[src/rtl/cycle_input_ctrl.sv]
// cycle_input_ctrl: debounces the four turn buttons and queues per-player turns applied one per game step.
module cycle_input_ctrl #(
  parameter int DEB_LEN = 3,
  parameter int Q_DEPTH = 2,
  parameter logic [3:0] INIT_DIR_1 = 4'b0001,
  parameter logic [3:0] INIT_DIR_2 = 4'b0100
) (
  input  logic       clk,
  input  logic       rst,
  input  logic       sample_en,
  input  logic       step_en,
  input  logic       game_active,
  input  logic       btn_l1,
  input  logic       btn_r1,
  input  logic       btn_l2,
  input  logic       btn_r2,
  output logic [3:0] dir_1,
  output logic [3:0] dir_2,
  output logic [2:0] qcnt_1,
  output logic [2:0] qcnt_2,
  output logic       ovf_1,
  output logic       ovf_2
);
  logic [3:0] w_btn;
  logic [3:0] w_press;
  logic [3:0] w_dir [2];
  logic [2:0] w_cnt [2];
  logic [1:0] w_ovf;
  assign w_btn = {btn_r2, btn_l2, btn_r1, btn_l1};
  genvar b, p;
  for (b = 0; b < 4; b++) begin : g_deb
    logic [DEB_LEN-1:0] r_hist;
    logic               r_lvl;
    logic               r_press;
    logic [DEB_LEN-1:0] w_next;
    assign w_next = {r_hist[DEB_LEN-2:0], w_btn[b]};
    assign w_press[b] = r_press;
    // press is registered so it fires the cycle after the qualifying sample
    always_ff @(posedge clk or posedge rst) begin
      if (rst) begin
        r_hist  <= '0;
        r_lvl   <= 1'b0;
        r_press <= 1'b0;
      end else begin
        r_press <= sample_en & (&w_next) & ~r_lvl;
        if (sample_en) begin
          r_hist <= w_next;
          r_lvl  <= (&w_next) | (r_lvl & (|w_next));
        end
      end
    end
  end
  for (p = 0; p < 2; p++) begin : g_ply
    localparam logic [3:0] INIT = (p == 0) ? INIT_DIR_1 : INIT_DIR_2;
    logic [3:0]         r_dir;
    logic [2:0]         r_cnt;
    logic               r_ovf;
    logic [Q_DEPTH-1:0] r_q;
    logic [Q_DEPTH-1:0] w_qn;
    logic [2:0]         w_cp;
    logic               w_ev, w_cmd, w_full, w_pop, w_push;
    assign w_ev   = w_press[2*p] | w_press[2*p+1];
    assign w_cmd  = ~w_press[2*p];
    assign w_full = r_cnt == 3'(Q_DEPTH);
    assign w_pop  = game_active & step_en & (r_cnt != 3'd0);
    assign w_push = game_active & w_ev & (~w_full | w_pop);
    assign w_cp   = r_cnt - 3'(w_pop);
    // entry 0 is the head; new command lands just past the surviving entries
    always_comb begin
      w_qn = w_pop ? (r_q >> 1) : r_q;
      for (int i = 0; i < Q_DEPTH; i++)
        if (w_push && w_cp == 3'(i)) w_qn[i] = w_cmd;
    end
    always_ff @(posedge clk or posedge rst) begin
      if (rst) begin
        r_dir <= INIT;
        r_cnt <= 3'd0;
        r_ovf <= 1'b0;
        r_q   <= '0;
      end else if (!game_active) begin
        r_dir <= INIT;
        r_cnt <= 3'd0;
      end else begin
        r_cnt <= w_cp + 3'(w_push);
        r_q   <= w_qn;
        if (w_ev && w_full && !w_pop) r_ovf <= 1'b1;
        if (w_pop) r_dir <= r_q[0] ? {r_dir[0], r_dir[3:1]} : {r_dir[2:0], r_dir[3]};
      end
    end
    assign w_dir[p] = r_dir;
    assign w_cnt[p] = r_cnt;
    assign w_ovf[p] = r_ovf;
  end
  assign dir_1  = w_dir[0];
  assign dir_2  = w_dir[1];
  assign qcnt_1 = w_cnt[0];
  assign qcnt_2 = w_cnt[1];
  assign ovf_1  = w_ovf[0];
  assign ovf_2  = w_ovf[1];
endmodule

[config.mk]
export PLATFORM = sky130hd
export DESIGN_NAME = cycle_input_ctrl
export DESIGN_NICKNAME = d
export VERILOG_FILES = /design/src/rtl/cycle_input_ctrl.sv
export SDC_FILE = /design/constraint.sdc
export NUM_CORES = 1
export LEC_CHECK = 0
export CAP_MARGIN = 0
export CORE_MARGIN = 2
export CORE_UTILIZATION = 35
export CTS_CLUSTER_DIAMETER = 200
export DETAILED_ROUTE_END_ITERATION = 8
export PLACE_DENSITY = 0.61
export SETUP_SLACK_MARGIN = 0.02
export SYNTH_ARGS = -nofsm -noshare
export SYNTH_HDL_FRONTEND = slang
export SYNTH_SLANG_ARGS = --single-unit
[constraint.sdc]
create_clock -name clk -period 2.9 [get_ports clk]
set_input_delay 0.29 -clock clk [delete_from_list [all_inputs] [get_ports clk]]
set_output_delay 0.29 -clock clk [all_outputs]
set_load 0.01 [all_outputs]
# [Word-level counts from Yosys, hierarchy flattened]
# Index checks and enable logic that the tools add are counted.
[totals] regBits=36 inputBits=9 word_cells=113
[op_classes] addsub=4 n_eq_ne=6 muxes=14 bitwise_logic=35 reduce_logical=32
[ops] operator="4-bit 2-to-1 mux" n=6
[ops] operator="1-bit bitwise AND" n=19
[ops] operator="2-bit AND reduction" n=6
[ops] operator="3-bit AND reduction" n=4
[ops] operator="3-bit OR reduction" n=4
[ops] operator="1-bit logical AND" n=8
[ops] operator="1-bit inverter" n=8
[ops] operator="1-bit bitwise OR" n=8
[ops] operator="2-bit nonzero test" n=4
[ops] operator="3-bit by 1-bit adder with 3-bit output" n=2
[ops] operator="3-bit by 1-bit equality test with 1-bit output, second input constant" n=2
[ops] operator="3-bit by 2-bit equality test with 1-bit output, second input constant" n=2
[ops] operator="3-bit logical NOT" n=2
[ops] operator="3-bit 2-to-1 mux" n=2
[ops] operator="3-bit nonzero test" n=2
[ops] operator="3-bit by 1-bit subtractor with 3-bit output" n=2
[ops] operator="1-bit 2-to-1 mux" n=4
[ops] operator="2-bit 2-to-1 mux" n=2
[ops] operator="2-bit by 1-bit != test with 1-bit output, second input constant" n=2
[ops] operator="1-bit logical NOT" n=2

# [Depth between registers and ports, before layout]
# Gate-level depths: netlist of the first run.
[depth] word_depth=7 depth_mapped=9 ltp_nobuf=8

# [Worst setup path before layout of the first run]
# Ideal clock, no wire load.
[synth_path] path_type="register to register" startpoint="register g_ply[0].r_cnt[2] (netlist: qcnt_1[2])" endpoint="register g_ply[0].r_q[1]" setup_time_ns=0.140 t_arrival_ns=2.075 t_required_ns=2.760 setup_slack_ns=0.685 path_stages_with_launch=10 n_path_buf=1 cell_sequence="dfrtp_1 > o311ai_1 > buf_2 > inv_1 > ha_1 > ha_1 > xnor2_1 > nand2_1 > o311ai_0 > o41ai_1"
[synth_via] elab_chain_len=7
[synth_lines] element="start: declaration" line_no="56" text="logic [2:0] r_cnt;"
[synth_lines] element="start signal: assignment" line_no="84" text="r_cnt <= w_cp + 3'(w_push);"
[synth_lines] element="3-bit nonzero test / 3-bit by 2-bit equality test with 1-bit output (equally long branches)" line_no="65, 64"
[synth_lines] element="1-bit bitwise AND / 1-bit inverter (equally long branches)" line_no="65, 66"
[synth_lines] element="3-bit by 1-bit subtractor with 3-bit output / 1-bit bitwise OR (equally long branches)" line_no="67, 66"
[synth_lines] element="3-bit by 1-bit equality test with 1-bit output / 1-bit bitwise AND (equally long branches)" line_no="72, 66"
[synth_lines] element="1-bit logical AND" line_no="72" text="if (w_push && w_cp == 3'(i)) w_qn[i] = w_cmd;"
[synth_lines] element="2-bit nonzero test (no line)"
[synth_lines] element="2-bit AND reduction (no line)"
[synth_lines] element="end signal: assignment" line_no="85" text="r_q <= w_qn;"
[synth_lines] element="end: declaration" line_no="58" text="logic [Q_DEPTH-1:0] r_q;"
# Parallel ways exist; a longest one is shown, timed or not.
# A chain may end at the register's enable or synchronous reset.

# [Worst setup path after layout of the first run]
[layout_path] startpoint="register g_ply[1].r_cnt[0] (netlist: qcnt_2[0])" endpoint="register g_ply[1].r_q[1]"
[layout_via] elab_chain_len=7
[layout_lines] element="start: declaration" line_no="56"
[layout_lines] element="start signal: assignment" line_no="84"
[layout_lines] element="3-bit nonzero test / 3-bit by 2-bit equality test with 1-bit output (equally long branches)" line_no="65, 64"
[layout_lines] element="1-bit bitwise AND / 1-bit inverter (equally long branches)" line_no="65, 66"
[layout_lines] element="3-bit by 1-bit subtractor with 3-bit output / 1-bit bitwise OR (equally long branches)" line_no="67, 66"
[layout_lines] element="3-bit by 1-bit equality test with 1-bit output / 1-bit bitwise AND (equally long branches)" line_no="72, 66"
[layout_lines] element="1-bit logical AND" line_no="72"
[layout_lines] element="2-bit nonzero test (no line)"
[layout_lines] element="2-bit AND reduction (no line)"
[layout_lines] element="end signal: assignment" line_no="85"
[layout_lines] element="end: declaration" line_no="58"
# Parallel ways exist; a longest one is shown, timed or not.

==> load_flow_metrics.sql, run 1 <==
INSERT INTO impl_metrics (metric_group, metric, value, unit) VALUES
('pwr', 'total_power_divided_by_cell_area', '585', 'mW/mm^2'),
('timing', 'rsz0062_at_grt', 'false', ''),
('grt', 'first_global_vias', '1255', ''),
('timing', 'relSlewSlack', '53.1', '%'),
('layout', 'drive_gt1_share', '14.4', '%'),
('yosys', 'syn_inst', '157', ''),
('clock_tree', 'cts_root_buffer', 'sky130_fd_sc_hd__clkbuf_8', ''),
('timing', 'max_freq', '451', 'MHz'),
('placed_design', 'place.detailed.hpwl', '2390', 'um'),
('clock_tree', 'post_cts_sizing', '0', ''),
('route', 'drt.antenna.violating_nets', '0', ''),
('grt', 'wire_length_of_the_first_global_routing_pass', '5540', 'um'),
('worst_setup_path', 'worst_r2r_startpoint', 'qcnt_2[0]', ''),
('timing', 'finalSetupViolCount', '0', ''),
('placed_design', 'place.gp.congestion', '0.774', ''),
('route', 'firstDrtPassIters', '4', ''),
('worst_setup_path', 'crit_path_top_delay_cell', 'sky130_fd_sc_hd__dfrtp_1', ''),
('yosys', 'yosysSeqAreaShare', '52.2', '%'),
('floorplanning', 'core', '0.00475', 'sq mm'),
('layout', 'final_cell_area', '0.00214', 'sq mm'),
('grt', 'grt_usage', '13.2', '%'),
('layout', 'n_antenna_cell', '0', ''),
('worst_setup_path', 'timing.critical_path.fanout_max', '4', ''),
('layout', 'total_nets_final', '201', ''),
('timing', 'fin_crit_sh', '76.4', '%'),
('clock_tree', 'cts-buffers-inserted', '5', ''),
('worst_setup_path', 'r2r_cells', '8', ''),
('route', 'totalWireLength', '3180', 'um'),
('worst_setup_path', 'crit_top_cell', 'sky130_fd_sc_hd__ha_1', ''),
('floorplanning', 'io_pins', '25', ''),
('yosys', 'syn_avg_cell_area', '11.0', 'sq um'),
('yosys', 'synth.distinct_cells', '29', ''),
('timing', 'post-route-min-period', '2.22', 'ns'),
('floorplanning', 'die_h', '74.3', 'um'),
('yosys', 'post-synth-top-area-fraction', '49.1', '%'),
('pwr', 'peakVddDrop', '0.242', 'mV'),
('worst_setup_path', 'critPathRequiredTime', '3.05', 'ns'),
('yosys', 'synth.top_cells.by_area', 'sky130_fd_sc_hd__dfrtp_1, sky130_fd_sc_hd__mux2i_1, sky130_fd_sc_hd__mux2_2, sky130_fd_sc_hd__ha_1, sky130_fd_sc_hd__dfstp_2', ''),
('yosys', 'cell_taking_the_most_area_after_synthesis', 'sky130_fd_sc_hd__dfrtp_1', ''),
('route', 'detailroute.via_count', '1244', ''),
('outcome', 'run_status', 'completed', ''),
('yosys', 'ys_warns', '0', ''),
('layout', 'syn2layout_area_growth', '23.8', '%'),
('clock_tree', 'cts_tree', 'done', ''),
('yosys', 'synthesis.nets', '172', ''),
('worst_setup_path', 'crit_path_end_kind', 'register', ''),
('floorplanning', 'die-width', '74.3', 'um'),
('floorplanning', 'initial_utilization', '36.4', '%'),
('grt', 'pin_count_of_the_biggest_net_entering_global_routing', '20', ''),
('worst_setup_path', 'worstPathCellList', 'o311ai_1 -> inv_1 -> ha_1 -> ha_1 -> xnor2_1 -> nand2_1 -> o311ai_0 -> o41ai_1', ''),
('clock_tree', 'cts_max_path_buffers', '2', ''),
('timing', 'finalHoldViolations', '0', ''),
('yosys', 'synth-edff-count', '0', ''),
('clock_tree', 'postCtsSetupBuffers', '0', ''),
('route', 'detail_route.wl_per_cell', '12.5', 'um'),
('grt', 'overflow', '0', ''),
('floorplanning', 'floorplan.rows', '25', ''),
('timing', 'finalSetupTns', '0', 'ns'),
('clock_tree', 'count_of_h_tree_levels_built_during_cts', '2', ''),
('route', 'drcViolationCount', '0', ''),
('worst_setup_path', 'worstSetupPathType', 'reg -> reg', ''),
('worst_setup_path', 'setup.reg_to_reg.worst_slack', '0.68', 'ns'),
('worst_setup_path', 'crit_path_max_incr_delay', '0.42', 'ns'),
('placed_design', 'post_placement_cell_area', '0.00206', 'sq mm'),
('timing', 'worstMarginPinSlew', '0.702', 'ns'),
('route', 'detail_route.vias_per_cell', '4.90', ''),
('floorplanning', 'floorplan.die_area', '0.00553', 'sq mm'),
('yosys', 'post-synth-top-count-cell', 'sky130_fd_sc_hd__dfrtp_1', ''),
('timing', 'final_report_max_slew_violation_count', '0', ''),
('worst_setup_path', 'rr_endpoint', 'g_ply[1].r_q[1]', ''),
('route', 'drt_iter0_markers', '90', '');
## cells by family after synthesis
group | after synthesis | share of synthesized area, %
and+or+nand+nor | 48 | 15.8
DFF | 36 | 52.2
buffers and inverters | 17 | 3.97
adders and majority gates | 6 | 4.34
AOI/OAI and AO/OA | 26 | 9.61
xor gates and xnor gates | 4 | 2.02
muxes | 20 | 12.1
## critical path: cells and delay by family, from the launching register on
kind / cells / cell delay (ns)
AO/OA/AOI/OAI: 3 / 0.80
XOR/XNOR: 1 / 0.28
adder cells (fa/ha/maj): 2 / 0.38
buffers and inverters: 1 / 0.09
flip-flops: 1 / 0.42
AND/OR/NAND/NOR: 1 / 0.12
## worst max-delay path by stage
| stage | slack [ns] | from | to | depth (start not counted) |
|---|---|---|---|---|
| after CTS | 0.69 | qcnt_2[0] | g_ply[1].r_q[1] | 8 |
| after floorplan | 0.68 | qcnt_1[2] | g_ply[0].r_q[1] | 9 |
| after global placement | 0.57 | game_active | g_ply[0].r_q[1] | 9 |
| final | 0.68 | qcnt_2[0] | g_ply[1].r_q[1] | 8 |
| after global routing | 0.44 | qcnt_1[2] | g_ply[0].r_q[1] | 8 |
| after detailed placement | 0.50 | game_active | g_ply[1].r_q[1] | 9 |
## flip-flops by register name, summed over array words and instances (netlist names)
register	count
g_deb.r_lvl	4
g_deb.r_press	4
dir_1	4
g_ply.r_q	4
qcnt_1	3
ovf_1	1
g_deb.r_hist	8
ovf_2	1
dir_2	4
qcnt_2	3
## per-layer routing
layer,up-vias,part of all wire (%),global-route usage (%)
met3,7,5.2,3.79
met5,-,0,0
met2,28,48,22.3
li1,610,-,-
met4,0,1.4,5.75
met1,599,46,15.8
## cell type report
| class | count | area (sq um) |
|---|---|---|
| sequential | 36 | 903 |
| timing repair buffer | 29 | 278 |
| fill | 458 | 2610 |
| clock buffer | 7 | 76.3 |
| multi-input combinational | 104 | 759 |
| inverter | 10 | 37.5 |
| tap | 67 | 83.8 |
| clock inverter | 1 | 5.00 |
## cells in the final DEF (no fill, tap or decap), types with 3 or more instances in the layout
master and n:
sky130_fd_sc_hd__mux2i_1 12, sky130_fd_sc_hd__inv_1 10, sky130_fd_sc_hd__clkdlybuf4s50_1 24, sky130_fd_sc_hd__xnor2_1 4
sky130_fd_sc_hd__and2_1 6, sky130_fd_sc_hd__ha_1 6, sky130_fd_sc_hd__a21oi_1 5, sky130_fd_sc_hd__nand4_1 3
sky130_fd_sc_hd__nor2_1 12, sky130_fd_sc_hd__a31oi_1 3, sky130_fd_sc_hd__buf_4 5, sky130_fd_sc_hd__clkbuf_8 5
sky130_fd_sc_hd__dfrtp_1 34, sky130_fd_sc_hd__nand3_1 7, sky130_fd_sc_hd__mux2_2 8, sky130_fd_sc_hd__nand2_1 11
sky130_fd_sc_hd__o21ai_0 8
## per-stage QoR
stage	total power [mW]	hold WS (ns)	worst slack [ns]	utilization (%)	cells
2_1_floorplan	0.837	0.423	0.685	-	157
3_3_place_gp	0.917	0.437	0.571	43.4	246
3_5_place_dp	0.936	0.445	0.497	43.4	246
4_1_cts	1.27	0.449	0.691	45.1	254
5_1_grt	1.34	0.475	0.440	45.1	254
6_report	1.25	0.413	0.684	45.1	254
## power breakdown
group          leakage [nW]  internal (mW)  switching, mW
registers             0.468          0.571         0.0741
logic                 0.508          0.157          0.118
clock network        0.0422          0.168          0.166
Power figures use the tool's default switching activity.
==> run 2: changes to the inputs <==
--- a/config.mk
+++ b/config.mk
@@ -10,7 +10,7 @@
 export CORE_UTILIZATION = 35
 export CTS_CLUSTER_DIAMETER = 200
 export DETAILED_ROUTE_END_ITERATION = 8
-export PLACE_DENSITY = 0.61
+export PLACE_DENSITY = 0.63
 export SETUP_SLACK_MARGIN = 0.02
 export SYNTH_ARGS = -nofsm -noshare
 export SYNTH_HDL_FRONTEND = slang
==> constraint.sdc (replaced) <==
create_clock -name clk -period 1.9 [get_ports clk]
set_input_delay 0.19 -clock clk [delete_from_list [all_inputs] [get_ports clk]]
set_output_delay 0.19 -clock clk [all_outputs]
set_load 0.01 [all_outputs]
==> run 2 against run 1 <==
The flow now finishes with violations (setup timing). Hold slack lost 0.11 ns. Via count grew 3.5%. Design area grew 15%. Final cell count grew 5.1%. Clock skew grew 0.0029 ns. Fmax grew 16%. Power grew 71%. Clock power grew 68%. Setup slack lost 0.69 ns. Critical path type unchanged. Routed wire length grew 9.6%. Combinational power grew 120%.
==> load_flow_metrics.sql, run 2 (synthesized netlist as in run 1, its figures left out) <==
INSERT INTO impl_metrics (metric_group, metric, value, unit) VALUES
('worst_setup_path', 'crit_arrival', '2.07', 'ns'),
('clock_tree', 'cts_tree', 'done', ''),
('worst_setup_path', 'crit_path_end_kind', 'register', ''),
('layout', 'largest_register_ffs', '8', ''),
('route', 'firstDrtPassIters', '4', ''),
('clock_tree', 'cts_max_path_buffers', '2', ''),
('clock_tree', 'count_of_h_tree_levels_built_during_cts', '2', ''),
('layout', 'n_antenna_cell', '0', ''),
('timing', 'final_report_max_slew_violation_count', '0', ''),
('worst_setup_path', 'cp_num_cells', '8', ''),
('worst_setup_path', 'worstSetupEndpoint', 'g_ply[0].r_q[1]', ''),
('pwr', 'net-switching-power', '632', 'uW'),
('route', 'detail_route.wl_per_cell', '13.0', 'um'),
('layout', 'syn2layout_area_growth', '42.1', '%'),
('timing', 'worstMarginPinSlew', '0.458', 'ns'),
('pwr', 'peakVddDrop', '0.446', 'mV'),
('placed_design', 'place.gp.congestion', '0.795', ''),
('pwr', 'power.combinational.fraction', '27.9', '%'),
('route', 'detail_route.vias_per_cell', '4.82', ''),
('worst_setup_path', 'cp.buffers_inverters', '1', ''),
('worst_setup_path', 'rr_endpoint', 'g_ply[0].r_q[1]', ''),
('timing', 'fin_hold_ws', '0.300', 'ns'),
('outcome', 'violations', 'setup timing', ''),
('hold_path', 'holdCritPathClass', 'in -> async', ''),
('floorplanning', 'io_pins', '25', ''),
('clock_tree', 'holdBufCountCts', '0', ''),
('grt', 'grt_usage', '14.6', '%'),
('worst_setup_path', 'r2r_cells', '8', ''),
('route', 'drcViolationCount', '0', ''),
('grt', 'antenna_found_initial', '0', ''),
('timing', 'max_freq', '525', 'MHz'),
('layout', 'total_nets_final', '214', ''),
('clock_tree', 'cts-buffers-inserted', '5', ''),
('timing', 'finalHoldViolations', '0', ''),
('route', 'drt.antenna.violating_nets', '0', ''),
('floorplanning', 'initial_utilization', '36.4', '%'),
('grt', 'wire_length_of_the_first_global_routing_pass', '5990', 'um'),
('grt', 'pin_count_of_the_biggest_net_entering_global_routing', '37', ''),
('worst_setup_path', 'timing.critical_path.fanout_max', '3', ''),
('outcome', 'run_status', 'complete, but fails checks', ''),
('pwr', 'cellInternalPower', '1.52', 'mW'),
('placed_design', 'buffer_ports.inserted', '24', ''),
('floorplanning', 'floorplan.die_area', '0.00553', 'sq mm'),
('worst_setup_path', 'critPathRequiredTime', '2.06', 'ns'),
('timing', 'fin_crit_sh', '100', '%'),
('worst_setup_path', 'crit_path_top_delay_cell', 'sky130_fd_sc_hd__dfrtp_1', ''),
('timing', 'timing.clock.skew', '0.00767', 'ns'),
('route', 'detailroute.via_count', '1288', ''),
('worst_setup_path', 'worst_r2r_startpoint', 'qcnt_1[1]', ''),
('timing', 'post-route-min-period', '1.91', 'ns'),
('worst_setup_path', 'crit_path_max_incr_delay', '0.41', 'ns'),
('worst_setup_path', 'worstSetupStartpointType', 'register', ''),
('pwr', 'p_clk_share', '26.0', '%'),
('floorplanning', 'floorplan.rows', '25', ''),
('timing', 'rsz0062_at_grt', 'true', ''),
('clock_tree', 'cts.sinks', '36', ''),
('route', 'totalWireLength', '3480', 'um'),
('clock_tree', 'cts_root_buffer', 'sky130_fd_sc_hd__clkbuf_8', ''),
('grt', 'first_global_vias', '1322', ''),
('timing', 'finalSetupViolCount', '1', ''),
('floorplanning', 'die-width', '74.3', 'um'),
('clock_tree', 'clock_latency', '0.29', 'ns'),
('pwr', 'standby_leakage_power', '1.10', 'nW'),
('floorplanning', 'die_h', '74.3', 'um'),
('pwr', 'swShare', '29.4', '%'),
('pwr', 'total_power_divided_by_cell_area', '873', 'mW/mm^2'),
('flow_run', 'maxCapViolCount', '0', ''),
('layout', 'drive_gt1_share', '33.5', '%'),
('worst_setup_path', 'crit_top_cell', 'sky130_fd_sc_hd__ha_4', ''),
('timing', 'relSlewSlack', '69.5', '%'),
('floorplanning', 'core', '0.00475', 'sq mm'),
('layout', 'registers.top_by_ff_count', 'g_deb.r_hist', ''),
('worst_setup_path', 'worstPathCellList', 'o311ai_4 -> inv_2 -> ha_4 -> ha_4 -> xnor2_4 -> nand2_2 -> o311ai_2 -> o41ai_2', ''),
('timing', 'setup_slack_after_layout', '-0.00586', 'ns'),
('worst_setup_path', 'worstSetupPathType', 'reg -> reg', ''),
('route', 'drt_iter0_markers', '51', ''),
('worst_setup_path', 'crit_start', 'qcnt_1[1]', ''),
('pwr', 'seqPwrFrac', '46.0', '%'),
('grt', 'overflow', '0', ''),
('worst_setup_path', 'setup.reg_to_reg.worst_slack', '-0.006', 'ns'),
('worst_setup_path', 'cpLargestDelayFamily', 'compound AO/OA/AOI/OAI gates', ''),
('placed_design', 'place.detailed.hpwl', '2540', 'um'),
('clock_tree', 'clkTransAtPathRegs', '0.07', 'ns'),
('pwr', 'total_power', '2.15', 'mW'),
('layout', 'mostFrequentLayoutCells', 'sky130_fd_sc_hd__dfrtp_1, sky130_fd_sc_hd__clkdlybuf4s50_1, sky130_fd_sc_hd__buf_4', ''),
('layout', 'layout.cells.most_common', 'sky130_fd_sc_hd__dfrtp_1', '');
==> run 2: cell types whose count changed in the layout (fill, tap and decap cells not counted), sizes merged <==
cell	previous run	this run
clkbuf	7	8
buf	5	18
clkinv	1	0
==> run 2: power by group through the flow <==
| stage | clock (mW) | combinational (mW) | sequential (mW) |
|---|---|---|---|
| after floorplan | 0 | 0.367 | 0.958 |
| after global placement | 0 | 0.508 | 0.987 |
| after detailed placement | 0 | 0.526 | 0.998 |
| after CTS | 0.583 | 0.561 | 0.990 |
| after global routing | 0.618 | 0.661 | 1.01 |
| final | 0.560 | 0.600 | 0.990 |
==> run 2: worst reg2reg max path, delay by kind of cell, from the launching register on <==
family	cells	cell delay [ns]
compound gates	3	0.71
flops	1	0.41
fa+ha+maj	2	0.33
xor+xnor	1	0.17
simple gates	1	0.09
buf+inv	1	0.07
==> run 2: how the worst min path moves through the flow <==
stage / startpoint / endpoint / slack (ns)
2_1_floorplan: btn_l1 / g_deb[0].r_press / 0.33
3_3_place_gp: g_deb[2].r_lvl / g_deb[2].r_press / 0.44
3_5_place_dp: g_deb[1].r_lvl / g_deb[1].r_press / 0.44
4_1_cts: rst / g_ply[0].r_q[0] / 0.31
5_1_grt: rst / qcnt_1[0] / 0.35
6_report: rst / g_deb[0].r_hist[1] / 0.30
==> run 2: routing by layer <==
layer  share of wire [%]  vias to the layer above  global-route usage, %
li1                    -                      635                      -
met1                  42                      623                   17.2
met2                  53                       24                   24.5
met3                 3.8                        6                   4.88
met4                 1.0                        0                   5.95
met5                   0                        -                      0
==> run 2: cell type report <==
cell class	instances	area, sq um
clock buffer	8	90.1
inverter	10	37.5
timing repair buffer	42	379
sequential	36	906
tap	67	83.8
multi-input combinational	104	965
fill	420	2290
==> run 2: what timing repair did <==
item                                    in CTS  in global routing
pin swaps                                    5                 10
endpoints found under the setup margin       3                  5
gates resized for setup                      7                  9
buffers inserted                             0                  2
==> run 2: stage by stage <==
step	cell area (sq um)	util (%)	setup slack, ns	std cells	setup TNS, ns
4_1_cts	2410	50.7	-0.0223	266	-0.0223
3_5_place_dp	2260	47.6	-0.226	258	-0.661
2_1_floorplan	1850	-	-0.150	157	-0.374
3_3_place_gp	2260	47.6	-0.127	258	-0.349
5_1_grt	2460	51.8	-0.110	267	-0.285
6_report	2460	51.8	-0.00586	267	-0.00586
==> run 3: changes to the inputs <==
--- a/config.mk
+++ b/config.mk
@@ -8,7 +8,6 @@
 export CAP_MARGIN = 0
 export CORE_MARGIN = 2
 export CORE_UTILIZATION = 35
-export CTS_CLUSTER_DIAMETER = 200
 export DETAILED_ROUTE_END_ITERATION = 8
 export PLACE_DENSITY = 0.63
 export SETUP_SLACK_MARGIN = 0.02
==> results of run 3 <==
Same layout as run 2: the final DEF is identical, and so are final timing and power.
